==> src/rtl/ccff_chain_loader.sv <==
// Configuration-chain bitstream writer: serialises host words MSB-first into ccff_head
// and captures the outgoing chain image from ccff_tail as left-justified readback words.
module ccff_chain_loader #(
  parameter int CHAIN_LEN = 256,
  parameter int WORD_W    = 32
) (
  input  logic                           prog_clk,
  input  logic                           prog_reset,
  input  logic                           start,
  input  logic                           word_valid,
  input  logic [WORD_W-1:0]              word_data,
  output logic                           word_ready,
  output logic                           ccff_head,
  input  logic                           ccff_tail,
  output logic                           chain_clk_en,
  output logic                           rb_valid,
  output logic [WORD_W-1:0]              rb_data,
  output logic                           busy,
  output logic                           done,
  output logic [$clog2(CHAIN_LEN+1)-1:0] bit_count
);

  localparam int BC_W  = $clog2(CHAIN_LEN+1);
  localparam int CNT_W = $clog2(WORD_W+1);

  typedef enum logic [1:0] {IDLE, LOAD, DONE} state_t;

  state_t            state;
  logic [WORD_W-1:0] shreg;
  logic [CNT_W-1:0]  cnt;
  logic [WORD_W-1:0] rb_acc;
  logic [CNT_W-1:0]  rb_cnt;
  logic [31:0]       remaining;
  logic              handshake;
  logic              last_shift;
  logic [WORD_W-1:0] rb_next;
  logic [CNT_W-1:0]  rb_cnt_next;
  logic [CNT_W-1:0]  load_cnt;

  // Bits still owed to the chain beyond what is already buffered in shreg.
  assign remaining    = 32'(CHAIN_LEN) - 32'(bit_count) - 32'(cnt);
  assign busy         = (state == LOAD);
  assign done         = (state == DONE);
  assign chain_clk_en = busy && (cnt != '0);
  assign ccff_head    = (cnt != '0) && shreg[WORD_W-1];
  assign word_ready   = busy && (cnt <= CNT_W'(1)) && (remaining != 32'd0);
  assign handshake    = word_ready && word_valid;
  assign last_shift   = chain_clk_en && (32'(bit_count) == 32'(CHAIN_LEN - 1));
  assign load_cnt     = (remaining >= 32'(WORD_W)) ? CNT_W'(WORD_W) : CNT_W'(remaining);
  assign rb_next      = {rb_acc[WORD_W-2:0], ccff_tail};
  assign rb_cnt_next  = rb_cnt + CNT_W'(1);

  // A reload at cnt==1 replaces the shift so back-to-back words stream with no bubble.
  always_ff @(posedge prog_clk or posedge prog_reset) begin
    if (prog_reset) begin
      state     <= IDLE;
      shreg     <= '0;
      cnt       <= '0;
      bit_count <= '0;
      rb_acc    <= '0;
      rb_cnt    <= '0;
      rb_valid  <= 1'b0;
      rb_data   <= '0;
    end else begin
      rb_valid <= 1'b0;
      case (state)
        IDLE: begin
          if (start) begin
            state     <= LOAD;
            shreg     <= '0;
            cnt       <= '0;
            bit_count <= '0;
            rb_acc    <= '0;
            rb_cnt    <= '0;
          end
        end
        LOAD: begin
          if (handshake) begin
            shreg <= word_data;
            cnt   <= load_cnt;
          end else if (chain_clk_en) begin
            shreg <= shreg << 1;
            cnt   <= cnt - CNT_W'(1);
          end
          if (chain_clk_en) begin
            bit_count <= bit_count + BC_W'(1);
            if (rb_cnt_next == CNT_W'(WORD_W)) begin
              rb_data  <= rb_next;
              rb_valid <= 1'b1;
              rb_acc   <= '0;
              rb_cnt   <= '0;
            end else begin
              rb_acc <= rb_next;
              rb_cnt <= rb_cnt_next;
              // Leftover samples are flushed left-justified with zero fill.
              if (last_shift) begin
                rb_data  <= rb_next << (CNT_W'(WORD_W) - rb_cnt_next);
                rb_valid <= 1'b1;
              end
            end
            if (last_shift) state <= DONE;
          end
        end
        DONE:    state <= IDLE;
        default: state <= IDLE;
      endcase
    end
  end

endmodule
==> config.mk <==
export PLATFORM = sky130hd
export DESIGN_NAME = ccff_chain_loader
export DESIGN_NICKNAME = d
export VERILOG_FILES = /design/src/rtl/ccff_chain_loader.sv
export SDC_FILE = /design/constraint.sdc
export NUM_CORES = 1
export LEC_CHECK = 0
export BUFFER_PORTS_ARGS = -buffer_cell sky130_fd_sc_hd__buf_2
export CAP_MARGIN = 25
export CORE_MARGIN = 2
export CORE_UTILIZATION = 45
export DETAILED_ROUTE_END_ITERATION = 10
export PLACE_DENSITY = 0.61
export SYNTH_ARGS = -nofsm -noshare
export SYNTH_HDL_FRONTEND = slang
export SYNTH_SLANG_ARGS = --single-unit
export TNS_END_PERCENT = 30
==> constraint.sdc <==
create_clock -name prog_clk -period 6 [get_ports prog_clk]
set_clock_uncertainty 0.1 [all_clocks]
set_input_delay 1.2 -clock prog_clk [delete_from_list [all_inputs] [get_ports prog_clk]]
set_output_delay 1.2 -clock prog_clk [all_outputs]
set_load 0.01 [all_outputs]
; Word level (Yosys, flattened, before mapping)
; Index checks and enable logic that the tools add are counted.
[totals]
register_bits = 119
in_bits = 37
output_inout_bits = 47
wordCells = 68
[op_classes]
n_addsub = 6
order_cmp = 2
eq_ne = 8
n_shift = 1
n_mux = 28
reduce_logical = 15
[op_table]
columns = operator, n
row1 = 32-bit 2-to-1 mux, 5
row2 = 32-bit one-hot mux with 2 select lines, 1
row3 = 31-bit 2-to-1 mux, 2
row4 = 31-bit one-hot mux with 2 select lines, 1
row5 = 6-bit 2-to-1 mux, 6
row6 = 32-bit by 6-bit >= comparator with 1-bit output (second input constant), 1
row7 = 32-bit nonzero test, 1
row8 = 32-bit by 6-bit << shifter with 32-bit output, 1
row9 = 6-bit one-hot mux with 2 select lines, 2
row10 = 9-bit 2-to-1 mux, 2
row11 = 9-bit one-hot mux with 2 select lines, 1
row12 = 3-bit AND reduction, 4
row13 = 10-bit by 7-bit subtractor with 11-bit output, 1
row14 = 9-bit by 9-bit subtractor with 10-bit output (first input constant), 1
row15 = 9-bit by 1-bit adder with 9-bit output (second input constant), 1
row16 = 9-bit by 8-bit equality test with 1-bit output (second input constant), 1
row17 = 6-bit by 1-bit adder with 6-bit output (second input constant), 1
row18 = 6-bit equality test (second input constant), 1
row19 = 6-bit by 1-bit <= comparator with 1-bit output (second input constant), 1
row20 = 1-bit logical AND, 6
row21 = 2-bit 2-to-1 mux, 3
row22 = 6-bit nonzero test, 1
row23 = 6-bit by 1-bit subtractor with 6-bit output (second input constant), 1
row24 = 6-bit subtractor (first input constant), 1
row25 = 9 further kinds, 14

; Longest topological paths before layout
; Gate-level depths: netlist (run 1).
[logic_depth]
word_depth = 7
depth_mapped = 13

; Least setup slack after synthesis (run 1)
; OpenSTA, ideal clock, no wires.
[synth_path]
path_kind = register -> output
start = reg bit_count[0]
end = out word_ready
arrival_ps = 2557
required_time_ps = 4700
slack_ps = 2143
stages_incl_launch_ff = 10
n_path_buf = 0
cell_sequence = dfrtp_1 inv_1 ha_1 fa_1 a21o_1 a21oi_1 xnor2_1 nor3_1 nand4_2 o21a_1
[synth_via]
elab_chain_cells = 4
[synth_rtl]
columns = item, line_no
row1 = start: declaration, 20  ; output logic [$clog2(CHAIN_LEN+1)-1:0] bit_count
row2 = start signal: assignment, 86  ; bit_count <= bit_count + BC_W'(1);
row3 = 9-bit by 9-bit subtractor with 10-bit output, 41  ; assign remaining = 32'(CHAIN_LEN) - 32'(bit_count) - 32'(cnt);
row4 = 10-bit by 7-bit subtractor with 11-bit output, 41
row5 = 32-bit nonzero test, 46  ; assign word_ready = busy && (cnt <= CNT_W'(1)) && (remaining != 32'd0);
row6 = 1-bit logical AND, 46
row7 = end: declaration, 12  ; output logic word_ready,
; No other way between the ends.

; Worst setup path after layout (run 1)
; Ends and elaborated chain as after synthesis.

==> run metrics, run 1 <==
fraction of synthesized area in multiplexers=19.6%; largest family of logic cells by synthesized area=multiplexers; Critical Path End Type=output pin; post-synthesis simple-gate area fraction=17.3%; gr usage total=23.4%; H-Tree Depth=4; vias per cell=5.98; dominant synthesized flop cell=dfrtp_1; total CTS buffers=17; cell taking the most area after synthesis=dfrtp_1; Detailed Route Iter0 Violations=750; DR WL/cell=18.9 um; worst hold-check path type=reg2reg; Post-Place Cells=1068; total power=0.00663 W; TritonCTS clock tree=done; Max Fclk=221 MHz; post-CTS sizing=0; core area=0.0171 mm^2; share of cells above drive strength 1=24.7%; clock insertion delay at the later pin of the skew report=0.42 ns; DRT Pass-1 Iters=6; minimum clock period after layout=4.53 ns; post-route DRC violation count=0; vias in the first global route=6257; Post-synth ARST share=100%; CTS Hold Bufs=0; initial antenna violation count=0; pwr/cell area=736 mW/mm^2; Leakage Power=4.14 nW; Worst EP arrival=3.23 ns; Final WS setup=1.47 ns; global route overflow=0; Slew Limit Headroom=36.7%; Post-Synth XOR/XNOR Area=2.35%; Final Max Tran Viols=0; Ports=84; Post-CTS Setup Bufs=0; maxcap violations=0; n_diodes=0; largest net degree at the start of global routing=79; die area=0.0184 mm^2; outcome=finished, final reports clean; DR vias=6581; flip-flop and latch count after synthesis=119; Root Driver=clkbuf_16; Final period util=75.6%; Area growth syn-to-layout=15.2%; final net count=913; Final ANT Viol Nets=0; final WL=20800 um; critical path class=reg2out; Finish-stage setup viols=0; pre-CTS WS=1.87 ns; Adder-Cell Fraction of Synth Area=2.18%; Worst EP required=4.70 ns; HPWL after detailed placement=14300 um; Final Hold Fails=0; sequential-to-total area share from yosys stat=38.1%; Yosys cell types=66; Synth Net Count=858; FP Rows=48; Die Width=136 um; Compound-Gate Fraction of Synth Area=15.8%; Filler cells=1534; Starting Density=45.7%; DIE HEIGHT=136 um; Post-synth EDFFs=0; Non-Filler Instances=1101; startpoint types=flop; syn_area_per_cell=9.68 um^2; worst slew pin tran=0.945 ns; # clock sinks=119; YS warnings=0; ranking of synthesized cells by area=dfrtp_1, mux4_2, mux2_4; Reg2Reg Setup Slack=2.12 ns; unrepaired setup endpoints after global routing=false; Synth top area share=38.1%; clk buf depth=2; clock transition at the registers of the reported paths=0.06 ns; Syn Std Cell Area=0.00782 mm^2; Crit Path Max Fanout=8; setup TNS=0 ns; # port buffers=83; first-pass GRT wire length=33700 um; GPL Wtd Cong=0.871; cells after synthesis=808; Peak supply drop=0.441 mV
per-layer routing:
metal  GRT usage, %  part of all wire [%]
met5              0                     0
met1           33.5                    45
met3           4.71                   5.5
met2           35.9                    47
met4           7.35                   1.8
report_power, final:
part / switching (W) / internal (W)
Clock: 0.000391 / 0.000679
Sequential: 0.000437 / 0.00116
Combinational: 0.00217 / 0.00179
Total: 0.00300 / 0.00363
logic make-up (layout without fill, tap and decap cells):
family,count (synthesis),after routing
flip-flops,119,119
AND/OR/NAND/NOR,292,292
buffers and inverters,82,150
multiplexers,100,100
adder cells (fa/ha/maj),13,13
AO/OA/AOI/OAI,181,181
XOR/XNOR,21,21
critical path, cell delays in order (launching register included):
cell     delay [ns]
dfrtp_1        0.45
inv_1          0.10
ha_1           0.35
fa_1           0.44
a21o_1         0.19
a21oi_1        0.17
xnor2_1        0.10
nor3_1         0.48
nand4_2        0.20
o21a_1         0.20
buf_2          0.13
worst paths after layout:
check | start | end | depth (start not counted)
hold reg to reg | rb_data[6]$_DFFE_PP0P_ | rb_data[6]$_DFFE_PP0P_ | 2
setup / recovery | bit_count[0]$_DFFE_PP0P_ | word_ready | 10
max in group asynchronous | prog_reset | rb_data[31]$_DFFE_PP0P_ | 3
min in group asynchronous | prog_reset | shreg[12]$_DFFE_PP0P_ | 2
hold / removal | rb_data[6]$_DFFE_PP0P_ | rb_data[6]$_DFFE_PP0P_ | 2
setup reg to reg | rb_cnt[4]$_DFFE_PP0P_ | rb_data[0]$_DFFE_PP0P_ | 10
cells in the mapped netlist, types with 14 or more instances:
library cell and number:
clkbuf_1 37, mux2i_1 34, o21ai_0 29, a21oi_1 47, mux4_2 30, and3_1 14, buf_2 14, nand2_1 106
inv_1 17, mux2_4 29, a22o_1 36, o22ai_1 16, nor2_1 69, nand3_1 47, dfrtp_1 119
registers in the layout, summed over array words and instances, names as in the netlist:
name,count
bit_count,9
cnt,6
rb_acc,31
rb_cnt,6
rb_data,32
rb_valid,1
shreg,32
state,2
placed cells by master (no fill, tap or decap), types with 6 or more instances in the layout:
| master | count |
|---|---|
| inv_1 | 16 |
| nor2b_1 | 8 |
| a21oi_1 | 47 |
| mux2_4 | 29 |
| xor2_1 | 10 |
| buf_2 | 83 |
| nor3_1 | 9 |
| xnor2_1 | 10 |
| nand4_1 | 6 |
| nand3_1 | 47 |
| nor4_1 | 8 |
| buf_4 | 16 |
| mux2i_1 | 34 |
| dfrtp_1 | 119 |
| o21ai_0 | 29 |
| nor2_1 | 67 |
| o22ai_1 | 16 |
| clkbuf_16 | 17 |
| mux4_2 | 30 |
| a22o_1 | 36 |
| nand2_1 | 106 |
| ha_1 | 11 |
| mux2_2 | 7 |
| and3_1 | 14 |
final cells by class:
cell class | instances | area, um^2 | area share (%)
Clock inverter | 13 | 168 | 1.86
Inverter | 18 | 70.1 | 0.778
Tap cell | 225 | 282 | 3.13
Sequential cell | 119 | 2980 | 33.1
Clock buffer | 19 | 453 | 5.03
Multi-Input combinational cell | 607 | 4490 | 49.9
Timing Repair Buffer | 100 | 563 | 6.25
per-stage QoR:
step                      hold WS [ns]  instance area (um^2)  util (%)
after detailed placement         0.391                  8360      48.8
after global routing             0.445                  9000      52.6
after CTS                        0.403                  8980      52.4
final                            0.405                  9000      52.6
after floorplan                  0.390                  7820         -
after global placement           0.393                  8360      48.8
Note: power is estimated with default switching activity, not from simulation.
==> run 2, diff against run 1 <==
Clock period 6 ns to 4.5 ns, I/O delays scaled along.
==> run 2 against run 1 <==
Via count is 0.50% higher. Clock power is 42% higher. Highest routed layer unchanged. Register-to-register slack worse by 1.3 ns. Global-route usage is 0.93 points higher.
==> run metrics, run 2 (synthesized netlist as in run 1, its figures left out) <==
DIE HEIGHT=136 um (unchanged); DR WL/cell=19.4 um (+2.8%); vias per cell=6.00 (+0.32%); Detailed Route Iter0 Violations=551 (-27%); share of cells above drive strength 1=24.9% (+0.29 points); Worst EP required=3.50 ns (-1.20 ns); Finish-stage setup viols=0 (unchanged); clock insertion delay at the later pin of the skew report=0.43 ns (about the same); global route overflow=0 (unchanged); Non-Filler Instances=1103 (+0.18%); post-route DRC violation count=0 (unchanged); minimum clock period after layout=4.16 ns; pwr/cell area=989 mW/mm^2 (+34%); gr usage total=24.4% (+0.93 points); first-pass GRT wire length=35000 um (+4.0%); GPL Wtd Cong=0.856 (-1.7%); footprint of the multi-input gates=0.00450 mm^2 (+0.11%); most common cell after layout, fill and taps aside=dfrtp_1; core area=0.0171 mm^2 (unchanged); startpoint types=flop; Peak supply drop=0.529 mV (+20%); Critical Path End Type=output pin; hold_ws=0.271 ns (-0.134 ns); Leakage Power=4.17 nW (+0.59%); final net count=915 (+0.22%); Final period util=92.4%; TritonCTS clock tree=done; Starting Density=45.7% (unchanged); Ports=84 (unchanged); Post-CTS Setup Bufs=0 (unchanged); Die Width=136 um (unchanged); worst hold-check path type=in2async; Slew Limit Headroom=33.5% (-3.1 points); FP Rows=48 (unchanged); n_diodes=0 (unchanged); die area=0.0184 mm^2 (unchanged); clock transition at the registers of the reported paths=0.06 ns (about the same); worst-path cell chain=inv_1 > ha_1 > fa_1 > a21o_1 > a21oi_1 > xnor2_1 > nor3_2 > nand4_2 > o21a_1 > buf_2; unrepaired setup endpoints after global routing=false; most frequent cells in the layout=dfrtp_1, nand2_1, buf_2, nor2_1; Area growth syn-to-layout=15.9%; Final Hold Fails=0 (unchanged); total CTS buffers=17 (unchanged); Final Util=52.9% (+0.31 points); total power=0.00896 W (+35%); HPWL after detailed placement=14300 um (about the same); CP delay by family, top=adder cells; worst slew pin tran=0.992 ns (+0.0465 ns); slowest stage cell, crit path=dfrtp_1; initial antenna violation count=0 (unchanged); DR vias=6614 (+0.50%); outcome=finished, final reports clean; clk buf depth=2 (unchanged); FF/Latch Area=0.00298 mm^2 (unchanged); Final Max Tran Viols=0 (unchanged); vias in the first global route=6463 (+3.3%); Worst Path Buf+Inv=2 (unchanged); # port buffers=83 (unchanged); Max Fclk=240 MHz; # clock sinks=119 (unchanged); Crit Path Max Fanout=8 (unchanged); largest net degree at the start of global routing=76 (-3.8%); Final ANT Viol Nets=0 (unchanged); Filler cells=1560 (+1.7%); Largest regs=rb_data: 32 flops, shreg: 32 flops, rb_acc: 31 flops; maxcap violations=0 (unchanged); Root Driver=clkbuf_16; max incr delay on CP=0.47 ns (about the same); setup TNS=0 ns (unchanged); Post-Place Cells=1070 (+0.19%); Worst EP arrival=3.16 ns (-0.07 ns); H-Tree Depth=4 (unchanged); critical path class=reg2out; DRT Pass-1 Iters=5 (-1); final WL=21400 um (+2.9%)
[run 2: cell count changes in the layout (fill, tap and decap cells not counted), sizes merged]
cell,delta
clkinv,-3
buf,+2
bufinv,+1
clkbuf,+1
inv,+1
[run 2: path summary, 6_finish.rpt]
kind	startpoint	to	slack, ns	cells past startpoint
setup / recovery	bit_count[0]$_DFFE_PP0P_	word_ready	0.34	10
hold / removal	prog_reset	rb_acc[8]$_DFFE_PP0P_	0.27	2
setup reg to reg	bit_count[0]$_DFFE_PP0P_	shreg[31]$_DFFE_PP0P_	0.83	11
hold reg to reg	rb_data[6]$_DFFE_PP0P_	rb_data[6]$_DFFE_PP0P_	0.40	2
max in group asynchronous	prog_reset	rb_acc[19]$_DFFE_PP0P_	3.15	4
min in group prog_clk	rb_data[6]$_DFFE_PP0P_	rb_data[6]$_DFFE_PP0P_	0.40	2
[run 2: timing repair]
action	in CTS	in global routing
hold buffers	0	0
gates resized for setup	0	1
endpoints found under the setup margin	0	1
[run 2: per-stage QoR]
stage / setup WS [ns] / area, um^2
2_1_floorplan: 0.343 / 7820
3_3_place_gp: 0.695 / 8370
3_5_place_dp: 0.632 / 8370
4_1_cts: 0.154 / 9030
5_1_grt: 0.104 / 9060
6_report: 0.340 / 9060
[run 2: final cells by class]
| cell class | instances | share of cell area [%] |
|---|---|---|
| multi-input cells | 607 | 49.6 |
| repair buffers | 102 | 6.38 |
| clock inverters | 12 | 2.07 |
| inverters | 18 | 0.773 |
| clock buffers | 20 | 5.15 |
| flip-flops and latches | 119 | 32.9 |
| well taps | 225 | 3.11 |
[run 2: routing by layer]
layer	vias to the layer above	wire, um	GRT usage (%)
li1	3083	-	-
met3	24	1430	5.69
met1	3229	9290	32.9
met2	278	10300	39.0
met4	0	359	7.41
met5	-	0	0
[run 2: report_power, final]
group          total, W  switching, W  internal (W)
clock           0.00152      0.000543      0.000980
sequential      0.00214      0.000590       0.00155
combinational   0.00530       0.00290       0.00240
total           0.00896       0.00403       0.00493
==> run 3, diff against run 2 <==
Settings changed: RECOVER_POWER set to 50.
==> run 3 against run 2 <==
The run now ends with capacitance limit, slew limit left. Final cell count is the same. Setup slack worse by 0.0036 ns. Clock power about the same. Critical endpoint unchanged. Largest cell class unchanged. Largest power group unchanged.
==> run metrics, run 3 (synthesized netlist as in run 1, its figures left out) <==
outcome=complete, but fails checks; failing checks=capacitance limit, slew limit; gr usage total=24.4% (unchanged); global route overflow=0 (unchanged); Critical Path End Type=output pin; clk buf depth=2 (unchanged); Root Driver=clkbuf_16; Peak supply drop=0.526 mV (-0.62%); worst slew pin tran=1.70 ns (+0.712 ns); unrepaired setup endpoints after global routing=false; Area growth syn-to-layout=15.1%; final WL=21500 um (+0.34%); vias in the first global route=6463 (unchanged); maxcap violations=1 (+1); DIE HEIGHT=136 um (unchanged); H-Tree Depth=4 (unchanged); TritonCTS clock tree=done; die area=0.0184 mm^2 (unchanged); Worst EP arrival=3.16 ns (about the same); Final Hold Fails=0 (unchanged); worst flop-to-flop path startpoint=bit_count[0]$_DFFE_PP0P_; Starting Density=45.7% (unchanged); DR vias=6632 (+0.27%); Largest regs=rb_data: 32 flops, shreg: 32 flops, rb_acc: 31 flops; minimum clock period after layout=4.16 ns (+0.00357 ns); Ports=84 (unchanged); Detailed Route Iter0 Violations=521 (-5.4%); share of cells above drive strength 1=22.3% (-2.6 points); post-route DRC violation count=0 (unchanged); critical path class=reg2out; # clock sinks=119 (unchanged); cell internal pwr=0.00490 W (-0.48%); Die Width=136 um (unchanged); Reg2Reg Setup Slack=0.81 ns (-0.02 ns); FP Rows=48 (unchanged); clock insertion delay at the later pin of the skew report=0.43 ns (about the same); CTS Hold Bufs=0 (unchanged); total CTS buffers=17 (unchanged); worst hold-check path type=in2async; Slew Limit Headroom=-13.6% (-47 points); first-pass GRT wire length=35000 um (unchanged); Leakage Power=4.11 nW (-1.3%); Crit Path Max Fanout=8 (unchanged); final net count=915 (unchanged); initial antenna violation count=0 (unchanged); largest net degree at the start of global routing=76 (unchanged); Final Max Tran Viols=65 (+65); HPWL after detailed placement=14300 um (unchanged); pre-CTS WS=0.632 ns (unchanged); Max Fclk=240 MHz (about the same); Post-CTS Setup Bufs=0 (unchanged); DRT Pass-1 Iters=5 (unchanged); pwr/cell area=994 mW/mm^2 (+0.51%); Final WS setup=0.337 ns (-0.00357 ns); n_diodes=0 (unchanged); core area=0.0171 mm^2 (unchanged); DR WL/cell=19.5 um (+0.34%); Seq pwr share=23.9% (about the same); most frequent cells in the layout=dfrtp_1, nand2_1, nor2_1, buf_2; most common cell after layout, fill and taps aside=dfrtp_1; setup TNS=0 ns (unchanged); post-route cell area=0.00900 mm^2 (-0.64%); clock transition at the registers of the reported paths=0.06 ns (about the same); GPL Wtd Cong=0.856 (unchanged); Post-DP Area=0.00837 mm^2 (unchanged); Finish-stage setup viols=0 (unchanged); FF-to-FF path depth=11 (unchanged); Worst EP required=3.50 ns (about the same); # port buffers=83 (unchanged); Final ANT Viol Nets=0 (unchanged); startpoint types=flop; switching power=0.00405 W (+0.31%); vias per cell=6.01 (+0.27%); Final period util=92.5% (about the same); clock share of power=17.0% (about the same); switching fraction of total power=45.2% (+0.19 points); Reg-to-Reg End=shreg[31]$_DFFE_PP0P_; logic gate share of total power=59.1% (about the same)
## run 3: changes by cell type in the layout (fill, tap and decap cells not counted), sizes merged
| cell | previous run | this run |
|---|---|---|
| buf | 102 | 78 |
| clkbuf | 20 | 44 |
| clkinvlp | 2 | 3 |
| inv | 21 | 20 |
## run 3: repair_timing
item / in CTS / in global routing
resized for setup: 0 / 1
hold endpoints to repair: 0 / 0
setup endpoints to repair: 0 / 1
## run 3: metrics by stage
step | hold slack (ns) | total power, W | std cells | util [%]
after floorplan | 0.390 | 0.00606 | 808 | -
after global placement | 0.382 | 0.00727 | 1070 | 48.9
after detailed placement | 0.385 | 0.00738 | 1070 | 48.9
after CTS | 0.398 | 0.00894 | 1102 | 52.7
after global routing | 0.378 | 0.00961 | 1103 | 52.6
final | 0.356 | 0.00895 | 1103 | 52.6
## run 3: power groups by stage
stage	Clock, W	Combinational [W]	Sequential [W]
finish	0.00152	0.00529	0.00214
global route	0.00160	0.00580	0.00221
CTS	0.00154	0.00527	0.00213
detailed placement	0	0.00524	0.00214
global placement	0	0.00516	0.00211
floorplan	0	0.00408	0.00198
## run 3: worst max-delay path by stage
stage	from	to	slack (ns)	depth (start not counted)
global placement	bit_count[0]$_DFFE_PP0P_	word_ready	0.70	10
floorplan	prog_reset	bit_count[0]$_DFFE_PP0P_	0.34	1
CTS	bit_count[0]$_DFFE_PP0P_	word_ready	0.15	10
global route	bit_count[0]$_DFFE_PP0P_	word_ready	0.10	10
detailed placement	bit_count[0]$_DFFE_PP0P_	word_ready	0.63	10
finish	bit_count[0]$_DFFE_PP0P_	word_ready	0.34	10
## run 3: area by class of cell
type / count / area, um^2
sequential: 119 / 2980
clock inverter: 12 / 188
timing repair buffer: 102 / 522
inverter: 18 / 68.8
fill: 1581 / 8120
multi-input combinational: 607 / 4500
clock buffer: 20 / 467
tap: 225 / 282
## run 3: routing by layer
| layer | track usage, % | share of wire, % |
|---|---|---|
| met1 | 32.9 | 44 |
| met2 | 39.0 | 48 |
| met3 | 5.69 | 6.3 |
| met4 | 7.41 | 1.6 |
| met5 | 0 | 0 |
## run 3: worst max-delay path: stages, from the launching register on
cell and delay (ns):
dfrtp_1 0.47, inv_1 0.11, ha_1 0.36, fa_1 0.45, a21o_1 0.19, a21oi_1 0.18
xnor2_1 0.11, nor3_2 0.36, nand4_2 0.19, o21a_1 0.19, buf_2 0.13
